## src/rtl/mul_hilo_ctrl.sv

```systemverilog
// mul_hilo_ctrl: control stage in front of the combinational 32x32 signed
// multiplier. Latches operands on an accepted start, holds them for a fixed
// settle window, then captures the 64-bit product into HI/LO and pulses done.
// Also provides bus-side writes to HI/LO and a 32-bit overflow flag.
module mul_hilo_ctrl #(
    parameter int unsigned SETTLE_CYCLES = 2  // legal range 1..15
) (
    input  logic        clk,
    input  logic        clr,
    input  logic        start,
    input  logic [31:0] opa,
    input  logic [31:0] opb,
    output logic        ready,
    output logic [31:0] mul_x,
    output logic [31:0] mul_y,
    input  logic [63:0] mul_product,
    input  logic [31:0] hi_in,
    input  logic [31:0] lo_in,
    input  logic        hi_wr,
    input  logic        lo_wr,
    output logic [31:0] hi_out,
    output logic [31:0] lo_out,
    output logic        done,
    output logic        ovf
);

    typedef enum logic [0:0] {
        ST_IDLE = 1'b0,
        ST_BUSY = 1'b1
    } state_t;

    // Counter reload: the capture happens when the counter has reached zero,
    // so loading SETTLE_CYCLES-1 yields exactly SETTLE_CYCLES held edges.
    localparam logic [3:0] CNT_LOAD = 4'(SETTLE_CYCLES - 1);

    state_t      r_state;
    state_t      w_state_nxt;
    logic [3:0]  r_cnt;
    logic [3:0]  w_cnt_nxt;
    logic [31:0] r_mul_x;
    logic [31:0] r_mul_y;
    logic [31:0] r_hi;
    logic [31:0] r_lo;
    logic        r_done;
    logic        r_ovf;
    logic        w_accept;
    logic        w_capture;
    logic        w_ovf;

    assign w_accept  = (r_state == ST_IDLE) && start;
    assign w_capture = (r_state == ST_BUSY) && (r_cnt == 4'd0);
    // HI must equal the sign extension of LO[31] for the product to fit 32 bits.
    assign w_ovf     = (mul_product[63:32] != {32{mul_product[31]}});

    // State register and settle counter.
    always_ff @(posedge clk or posedge clr) begin
        if (clr) begin
            r_state <= ST_IDLE;
            r_cnt   <= 4'd0;
        end else begin
            r_state <= w_state_nxt;
            r_cnt   <= w_cnt_nxt;
        end
    end

    // Next-state and counter logic; starts while BUSY are ignored.
    always_comb begin
        w_state_nxt = r_state;
        w_cnt_nxt   = r_cnt;
        case (r_state)
            ST_IDLE: begin
                if (start) begin
                    w_state_nxt = ST_BUSY;
                    w_cnt_nxt   = CNT_LOAD;
                end else begin
                    w_state_nxt = ST_IDLE;
                    w_cnt_nxt   = r_cnt;
                end
            end
            ST_BUSY: begin
                if (r_cnt == 4'd0) begin
                    w_state_nxt = ST_IDLE;
                    w_cnt_nxt   = 4'd0;
                end else begin
                    w_state_nxt = ST_BUSY;
                    w_cnt_nxt   = r_cnt - 4'd1;
                end
            end
            default: begin
                w_state_nxt = ST_IDLE;
                w_cnt_nxt   = 4'd0;
            end
        endcase
    end

    // Operand registers: loaded only on an accepted start, otherwise held
    // so the multiplier inputs do not toggle while idle.
    always_ff @(posedge clk or posedge clr) begin
        if (clr) begin
            r_mul_x <= 32'd0;
            r_mul_y <= 32'd0;
        end else if (w_accept) begin
            r_mul_x <= opa;
            r_mul_y <= opb;
        end else begin
            r_mul_x <= r_mul_x;
            r_mul_y <= r_mul_y;
        end
    end

    // HI/LO registers: product capture wins over a same-edge bus write.
    always_ff @(posedge clk or posedge clr) begin
        if (clr) begin
            r_hi <= 32'd0;
            r_lo <= 32'd0;
        end else if (w_capture) begin
            r_hi <= mul_product[63:32];
            r_lo <= mul_product[31:0];
        end else begin
            if (hi_wr) begin
                r_hi <= hi_in;
            end else begin
                r_hi <= r_hi;
            end
            if (lo_wr) begin
                r_lo <= lo_in;
            end else begin
                r_lo <= r_lo;
            end
        end
    end

    // Done pulse and overflow flag, both updated only by a product capture.
    always_ff @(posedge clk or posedge clr) begin
        if (clr) begin
            r_done <= 1'b0;
            r_ovf  <= 1'b0;
        end else begin
            r_done <= w_capture;
            if (w_capture) begin
                r_ovf <= w_ovf;
            end else begin
                r_ovf <= r_ovf;
            end
        end
    end

    assign ready  = (r_state == ST_IDLE);
    assign mul_x  = r_mul_x;
    assign mul_y  = r_mul_y;
    assign hi_out = r_hi;
    assign lo_out = r_lo;
    assign done   = r_done;
    assign ovf    = r_ovf;

endmodule

```

## config.mk

```make
export PLATFORM = sky130hd
export DESIGN_NAME = mul_hilo_ctrl
export DESIGN_NICKNAME = d
export VERILOG_FILES = /design/src/rtl/mul_hilo_ctrl.sv
export SDC_FILE = /design/constraint.sdc
export NUM_CORES = 1
export LEC_CHECK = 0
export BUFFER_PORTS_ARGS = -buffer_cell sky130_fd_sc_hd__buf_2
export CAP_MARGIN = 20
export CORE_AREA = 2 2 129 131
export CTS_CLUSTER_DIAMETER = 100
export DETAILED_ROUTE_END_ITERATION = 8
export DIE_AREA = 0 0 131 133
export PLACE_DENSITY = 0.69
export SKIP_CTS_REPAIR_TIMING = 1
export SYNTH_ARGS = -nofsm -noshare
export SYNTH_HDL_FRONTEND = slang
export SYNTH_SLANG_ARGS = --single-unit
```

## constraint.sdc

```tcl
create_clock -name clk -period 12.6 [get_ports clk]
set_input_delay 1.26 -clock clk [delete_from_list [all_inputs] [get_ports clk]]
set_output_delay 1.26 -clock clk [all_outputs]
set_load 0.01 [all_outputs]
```

==> results of run 1 <==
metal layers:
metal  track usage, %  vias to the layer above
met5                0                        -
met4             6.26                        2
met3             7.24                       23
met2             30.9                      232
met1             23.4                     2402
li1                 -                     2647
kinds of logic after synthesis:
family / count (synthesis) / synth area share (%)
AO/OA/AOI/OAI: 74 / 7.60
XOR/XNOR: 1 / 0.147
adder cells (fa/ha/maj): 2 / 0.420
buffers and inverters: 41 / 4.52
flip-flops: 135 / 56.7
multiplexers: 64 / 10.8
AND/OR/NAND/NOR: 300 / 19.8
final timing paths:
path / end / slack, ps / depth (start not counted)
worst max-delay path: ready / 10170 / 2
worst min-delay path: mul_x[14] / 470 / 2
worst max register to register: lo_out[0] / 10680 / 6
worst min register to register: mul_x[14] / 470 / 2
max in group asynchronous: hi_out[3] / 10280 / 3
min in group asynchronous: mul_x[12] / 890 / 2
synth_stat cells, types with 3 or more instances:
cell type,number
nor4_1,4
nand2_1,267
buf_6,10
o21ai_1,18
nand4_1,4
nor2_1,8
nand3_1,5
buf_2,16
buf_1,3
o21ai_0,30
o21ai_2,20
dfrtp_1,135
a31oi_1,4
clkbuf_2,4
mux2i_1,64
nor3_1,9
inv_1,3
power by group through the flow:
| stage | Combinational, W | Clock (W) | Sequential [W] |
|---|---|---|---|
| after floorplan | 0.000345 | 0 | 0.000857 |
| after global placement | 0.000726 | 0 | 0.000756 |
| after detailed placement | 0.000743 | 0 | 0.000757 |
| after CTS | 0.000739 | 0.000517 | 0.000758 |
| after global routing | 0.000828 | 0.000537 | 0.000786 |
| final | 0.000731 | 0.000504 | 0.000757 |
worst max-delay path: cells and delay by family (launching register included):
kind,cells,cell delay [ps]
buffers and inverters,2,320
flip-flops,1,450
cell type report:
cell class              instances  area share [%]
repair buffers                332            20.4
inverters                       4           0.242
clock inverters                12            1.84
clock buffers                  19            5.35
multi-input cells             441            28.0
well taps                     220            3.33
flip-flops and latches        135            40.8
flip-flops by register name, indices dropped and copies added (netlist names):
signal   count
r_cnt        4
mul_x       32
r_state      1
lo_out      32
hi_out      32
ovf          1
mul_y       32
done         1
stage by stage:
| stage | hold slack [ps] | power [W] | cell area (sq um) | utilization (%) | instances |
|---|---|---|---|---|---|
| after floorplan | 473 | 0.00120 | 5960 | - | 617 |
| after global placement | 452 | 0.00148 | 7660 | 47.4 | 1131 |
| after detailed placement | 457 | 0.00150 | 7660 | 47.4 | 1131 |
| after CTS | 473 | 0.00201 | 8260 | 51.0 | 1162 |
| after global routing | 495 | 0.00215 | 8280 | 51.2 | 1163 |
| final | 467 | 0.00199 | 8280 | 51.2 | 1163 |
==> results.sh, run 1 <==
export IMPL_ys_seq_elements=135
export IMPL_fin_nets=1130
export IMPL_slowest_delay_ps=450
export IMPL_fin_crit_ps=2430
export IMPL_comb_power_share_pct=36.7
export IMPL_path_clk_slew_ps=50
export IMPL_finalMaxSlewViolations=0
export IMPL_swShare_pct=36.8
export IMPL_insertion_delay_ps=420
export IMPL_die_x_um=131
export IMPL_worstPathMaxFanout=5
export IMPL_grt_max_degree=78
export IMPL_yosysTopAreaCell="dfrtp_1"
export IMPL_end_kind="output port"
export IMPL_antenna_found_initial=1
export IMPL_preCtsSetupSlack_ps=9740
export IMPL_cts_tree="yes"
export IMPL_rsz0062_at_grt="no"
export IMPL_drive_gt1_share_pct=41.1
export IMPL_wl_met3_um=1570
export IMPL_first_pass_iters=4
export IMPL_grt_pass1_wl_um=25800
export IMPL_wl_met2_um=7790
export IMPL_via_count=5306
export IMPL_die_h_um=133
export IMPL_synth_area_sq_um=5960
export IMPL_fillCellCount=1524
export IMPL_finalSetupViolCount=0
export IMPL_drt_iter0_drc=215
export IMPL_cts_sinks=135
export IMPL_synth_nets=816
export IMPL_r2r_start="r_cnt[0]"
export IMPL_async_flop_share_pct=100
export IMPL_yosys_top_cells_area="dfrtp_1 57%, nand2_1 17%, mux2i_1 11%, o21ai_2 2.9%, o21ai_0 2.5%"
export IMPL_cts_buffers=17
export IMPL_clock_path_buffers=2
export IMPL_fin_skew_ps=15.0
export IMPL_grtUsageTotal_pct=19.1
export IMPL_p_sw_w=0.000733
export IMPL_num_io_pins=328
export IMPL_timing_final_crit_share_pct=19.3
export IMPL_p_seq_share_pct=38.0
export IMPL_drv_cap=0
export IMPL_min_from="mul_x[14]"
export IMPL_critPathLaunch="r_state"
export IMPL_crit_chain="inv_2 > buf_2"
export IMPL_overflow=0
export IMPL_drc=0
export IMPL_wl_met1_um=6910
export IMPL_powerDensity_nw_per_um2=241
export IMPL_yosysWarnings=0
export IMPL_worstMarginPinSlew_ps=1030
export IMPL_yosys_cell_types_count=28
export IMPL_crit_required_ps=11340
export IMPL_start_kind="flip-flop"
export IMPL_gp_congestion=0.746
export IMPL_port_buffers=327
export IMPL_num_rows=47
export IMPL_wl_per_cell_um=14.2
export IMPL_multiInputGateArea_sq_um=2320
export IMPL_synthesis_instances=617
export IMPL_synth_edf_count=0
export IMPL_max_freq_ghz=0.412
export IMPL_synth_top_area_share_pct=56.7
export IMPL_leakage_nw=4.48
export IMPL_mostFrequentLayoutCell="buf_2"
export IMPL_via_per_inst=4.56
export IMPL_status="finished, final reports clean"
export IMPL_antenna_cells=0
export IMPL_vdd_drop_max_mv=0.104
export IMPL_path_class="reg2out"
export IMPL_clockRootBuffer="clkbuf_16"
export IMPL_yosysSeqAreaShare_pct=56.7
export IMPL_setup_tns_ps=0
export IMPL_crit_arrival_ps=1170
export IMPL_p_int_w=0.00126
export IMPL_htreeDepth=4
export IMPL_postRouteAntennaNets=0
export IMPL_slew_headroom_pct=31.5
export IMPL_highest_layer="met5"
export IMPL_dieArea_sq_um=17400
export IMPL_setup_slack_ps=10170
export IMPL_grt_pass1_vias=5258
export IMPL_synth_flop_cell="dfrtp_1"
export IMPL_p_clk_share_pct=25.3
export IMPL_final_hold_violation_count=0
export IMPL_start_util_pct=36.8
export IMPL_wl_um=16500
export IMPL_dp_hpwl_um=11800
export IMPL_regArea_sq_um=3380
export IMPL_area_growth_syn_to_layout_pct=38.9
export IMPL_syn_area_per_cell_sq_um=9.65
export IMPL_hp_class="reg2reg"
export IMPL_core_sq_um=16200
export IMPL_crit_path_top_delay_cell="dfrtp_1"
export IMPL_layout_common_cells="327 x buf_2, 266 x nand2_1, 135 x dfrtp_1, 64 x mux2i_1, 30 x o21ai_0"
No activity file was read; power rests on OpenSTA's default activity.
==> run 2, diff against run 1 <==
Settings changed: CORE_AREA 2 2 129 131 to 2 2 126 128, DIE_AREA 0 0 131 133 to 0 0 128 130, PLACE_DENSITY 0.69 to 0.72.
Clock period 12.6 ns to 2.4 ns, I/O delays scaled along.
==> results.sh, run 2 (synthesized netlist as in run 1, its figures left out) <==
export IMPL_dieArea_sq_um=16600
export IMPL_overflow=0
export IMPL_grt_pass1_wl_um=24500
export IMPL_worstPathMaxFanout=131
export IMPL_via_count=5366
export IMPL_max_freq_ghz=0.586
export IMPL_drc=0
export IMPL_setup_tns_ps=0
export IMPL_p_clk_share_pct=24.7
export IMPL_via_per_inst=4.69
export IMPL_crit_required_ps=2740
export IMPL_die_h_um=130
export IMPL_postRouteAntennaNets=0
export IMPL_core_sq_um=15400
export IMPL_start_kind="flip-flop"
export IMPL_first_pass_iters=6
export IMPL_slew_headroom_pct=48.7
export IMPL_powerDensity_nw_per_um2=1250
export IMPL_fin_skew_ps=5.85
export IMPL_antenna_cells=0
export IMPL_wl_um=16500
export IMPL_p_sw_w=0.00385
export IMPL_fin_crit_ps=1710
export IMPL_area_growth_syn_to_layout_pct=40.0
export IMPL_gp_congestion=0.776
export IMPL_drive_gt1_share_pct=41.2
export IMPL_finalMaxSlewViolations=0
export IMPL_status="finished, final reports clean"
export IMPL_mostFrequentLayoutCell="buf_2"
export IMPL_end_kind="flip-flop"
export IMPL_final_hold_violation_count=0
export IMPL_dp_hpwl_um=12100
export IMPL_placed_cells=1108
export IMPL_crit_arrival_ps=2040
export IMPL_layout_common_cells="327 x buf_2, 266 x nand2_1, 135 x dfrtp_1, 64 x mux2i_1, 30 x o21ai_0"
export IMPL_swShare_pct=36.9
export IMPL_grt_pass1_vias=4991
export IMPL_finalSetupViolCount=0
export IMPL_p_int_w=0.00658
export IMPL_clock_path_buffers=2
export IMPL_worstMarginPinSlew_ps=769
export IMPL_port_buffers=327
export IMPL_antenna_found_initial=2
export IMPL_num_io_pins=328
export IMPL_insertion_delay_ps=420
export IMPL_final_util_pct=54.1
export IMPL_cts_tree="yes"
export IMPL_cts_buffers=17
export IMPL_power_w=0.0104
export IMPL_die_x_um=128
export IMPL_clockRootBuffer="clkbuf_16"
export IMPL_p_seq_share_pct=38.1
export IMPL_leakage_nw=4.51
export IMPL_start_util_pct=38.6
export IMPL_vdd_drop_max_mv=0.559
export IMPL_rsz0062_at_grt="no"
export IMPL_path_class="reg2reg"
export IMPL_fillCellCount=1416
export IMPL_htreeDepth=4
export IMPL_cts_sinks=135
export IMPL_wl_per_cell_um=14.5
export IMPL_drt_iter0_drc=220
export IMPL_path_clk_slew_ps=60
export IMPL_fin_cells=1143
export IMPL_grt_max_degree=132
export IMPL_hp_class="in2reg"
export IMPL_grtUsageTotal_pct=19.1
export IMPL_comb_power_share_pct=37.2
export IMPL_num_rows=46
export IMPL_timing_final_crit_share_pct=71.0
export IMPL_fin_nets=1137
export IMPL_drv_cap=0
[run 2: cell types whose count changed in the layout (fill, tap and decap cells not counted), sizes merged]
cell	change
bufinv	-1
clkinvlp	+3
inv	-1
buf	+4
dlygate4sd3	+3
clkbuf	+2
clkinv	-2
[run 2: power groups by stage]
stage	logic, W	registers (W)	clock network (W)
global route	0.00433	0.00410	0.00273
detailed placement	0.00397	0.00397	0
floorplan	0.00181	0.00450	0
finish	0.00388	0.00397	0.00258
global placement	0.00385	0.00397	0
CTS	0.00394	0.00398	0.00264
[run 2: layer usage]
metal	global-route usage [%]	vias to the layer above	part of all wire, %
li1	-	2673	-
met1	23.0	2425	42
met2	31.3	232	48
met3	7.09	32	8.8
met4	7.24	4	1.9
met5	0	-	0.16
[run 2: layout make-up]
cell class / instances / area (sq um) / area share, %
multi-input cells: 441 / 2320 / 27.8
repair buffers: 339 / 1800 / 21.5
inverters: 4 / 18.8 / 0.225
clock buffers: 21 / 460 / 5.52
flip-flops and latches: 135 / 3380 / 40.5
well taps: 192 / 240 / 2.88
clock inverters: 11 / 124 / 1.49
[run 2: worst max-delay path, cell delays in order, from the launching register on]
cell	delay [ps]
dfrtp_1	400
inv_1	90
ha_1	140
nand2_1	100
nor2_4	120
buf_12	380
nand2_1	160
o21ai_2	90
[run 2: path summary, 6_finish.rpt]
path	endpoint	cells past startpoint	slack (ps)	from
setup reg to reg	hi_out[13]	7	690	r_cnt[0]
hold / removal	mul_x[3]	3	10	opa[3]
hold reg to reg	mul_x[12]	2	470	mul_x[12]
max in group asynchronous	lo_out[12]	4	1200	clr
setup / recovery	hi_out[13]	7	690	r_cnt[0]
min in group asynchronous	mul_x[29]	4	520	clr
[run 2: metrics by stage]
step	setup WS [ps]	instance area, sq um	hold WS (ps)
CTS	729	8310	-54.2
global route	578	8340	0.0477
detailed placement	736	7720	405
floorplan	481	5960	345
finish	695	8340	9.76
global placement	800	7720	400
==> run 3, diff against run 2 <==
Settings changed: PLACE_DENSITY 0.72 to 0.75.
Clock period 2.4 ns to 1.5 ns, I/O delays scaled along.
==> results.sh, run 3 (synthesized netlist as in run 1, its figures left out) <==
export IMPL_finalSetupViolCount=0
export IMPL_powerDensity_nw_per_um2=1870
export IMPL_finalMaxSlewViolations=0
export IMPL_cts_sinks=135
export IMPL_regArea_sq_um=3380
export IMPL_fin_cells=1258
export IMPL_clockRootBuffer="clkbuf_16"
export IMPL_final_hold_violation_count=3
export IMPL_antenna_found_initial=1
export IMPL_status="complete, but fails checks"
export IMPL_grtUsageTotal_pct=19.2
export IMPL_final_util_pct=62.5
export IMPL_core_sq_um=15400
export IMPL_via_count=6039
export IMPL_start_kind="flip-flop"
export IMPL_die_x_um=128
export IMPL_vdd_drop_max_mv=1.05
export IMPL_dieArea_sq_um=16600
export IMPL_fillCellCount=1201
export IMPL_gp_congestion=0.886
export IMPL_drv_cap=0
export IMPL_path_class="reg2reg"
export IMPL_insertion_delay_ps=410
export IMPL_via_per_inst=4.80
export IMPL_crit_arrival_ps=1740
export IMPL_fin_skew_ps=7.60
export IMPL_drc=0
export IMPL_max_freq_ghz=0.694
export IMPL_fin_nets=1251
export IMPL_start_util_pct=38.6
export IMPL_cts_buffers=17
export IMPL_multiInputGateArea_sq_um=2320
export IMPL_crit_path_top_delay_cell="dfrtp_1"
export IMPL_grt_max_degree=80
export IMPL_crit_chain="inv_2 > ha_1 > nand2_2 > nor2_4 > buf_12 > clkbuf_16 > o21ai_0"
export IMPL_fin_crit_ps=1440
export IMPL_path_delay_family="flip-flops"
export IMPL_first_pass_iters=4
export IMPL_setup_tns_ps=0
export IMPL_hp_class="in2reg"
export IMPL_dp_hpwl_um=12100
export IMPL_slew_headroom_pct=70.3
export IMPL_postRouteAntennaNets=0
export IMPL_grt_pass1_vias=5175
export IMPL_drt_iter0_drc=208
export IMPL_clock_path_buffers=2
export IMPL_overflow=0
export IMPL_num_rows=46
export IMPL_wl_um=19300
export IMPL_wl_per_cell_um=15.4
export IMPL_area_growth_syn_to_layout_pct=61.7
export IMPL_hold_ws_ps=-16.9
export IMPL_placed_cells=1114
export IMPL_htreeDepth=4
export IMPL_end_kind="flip-flop"
export IMPL_layout_common_cells="327 x buf_2, 265 x nand2_1, 135 x dfrtp_1, 107 x dlygate4sd3_1, 64 x mux2i_1"
export IMPL_path_clk_slew_ps=60
export IMPL_num_io_pins=328
export IMPL_slowest_delay_ps=380
export IMPL_cts_tree="yes"
export IMPL_crit_buf_inv=3
export IMPL_leakage_nw=5.06
export IMPL_crit_required_ps=1800
export IMPL_die_h_um=130
export IMPL_violations="hold timing"
export IMPL_worstMarginPinSlew_ps=445
export IMPL_mostFrequentLayoutCell="buf_2"
export IMPL_timing_final_crit_share_pct=96.0
export IMPL_drive_gt1_share_pct=38.1
export IMPL_worstPathMaxFanout=13
export IMPL_port_buffers=327
export IMPL_grt_pass1_wl_um=25000
==> run 3: final cells by class <==
cell class	count	share of cell area, %
sequential	135	35.1
timing repair buffer	453	31.6
multi-input combinational	441	24.1
clock buffer	18	4.46
tap	192	2.49
clock inverter	14	2.07
inverter	4	0.195
antenna	1	0.0260
==> run 3: where the power goes <==
group,internal (W),switching [W]
registers,0.00543,0.00101
clock network,0.00280,0.00164
logic,0.00314,0.00395
==> run 3: metal layers <==
metal | GRT usage, % | vias up | part of all wire (%)
met5 | 0 | - | 0
li1 | - | 2897 | -
met4 | 7.11 | 0 | 2.3
met3 | 6.56 | 42 | 8.4
met1 | 23.1 | 2812 | 39
met2 | 32.2 | 288 | 50
==> run 3: final timing paths <==
check / from / end / slack (ps) / cells after the start
worst max-delay path: r_cnt[1] / lo_out[10] / 60 / 7
worst min-delay path: mul_product[49] / hi_out[17] / -20 / 3
worst max register to register: r_cnt[1] / lo_out[10] / 60 / 7
worst min register to register: mul_y[8] / mul_y[8] / 470 / 2
max in group asynchronous: clr / r_cnt[3] / 680 / 4
min in group asynchronous: clr / mul_x[16] / 420 / 4
==> run 3: stage by stage <==
step / area, sq um / power (W) / worst slack (ps)
final: 9630 / 0.0180 / 60.1
after global routing: 9630 / 0.0192 / -33.2
after CTS: 8460 / 0.0174 / 19.4
after detailed placement: 7830 / 0.0129 / 43.8
after global placement: 7830 / 0.0127 / 116
after floorplan: 5960 / 0.0101 / -329
==> run 3: worst register-to-register path, delay by kind of cell (launching register included) <==
family | cells | cell delay [ps]
buf+inv | 3 | 380
simple gates | 2 | 150
fa+ha+maj | 1 | 180
compound gates | 1 | 250
flops | 1 | 380
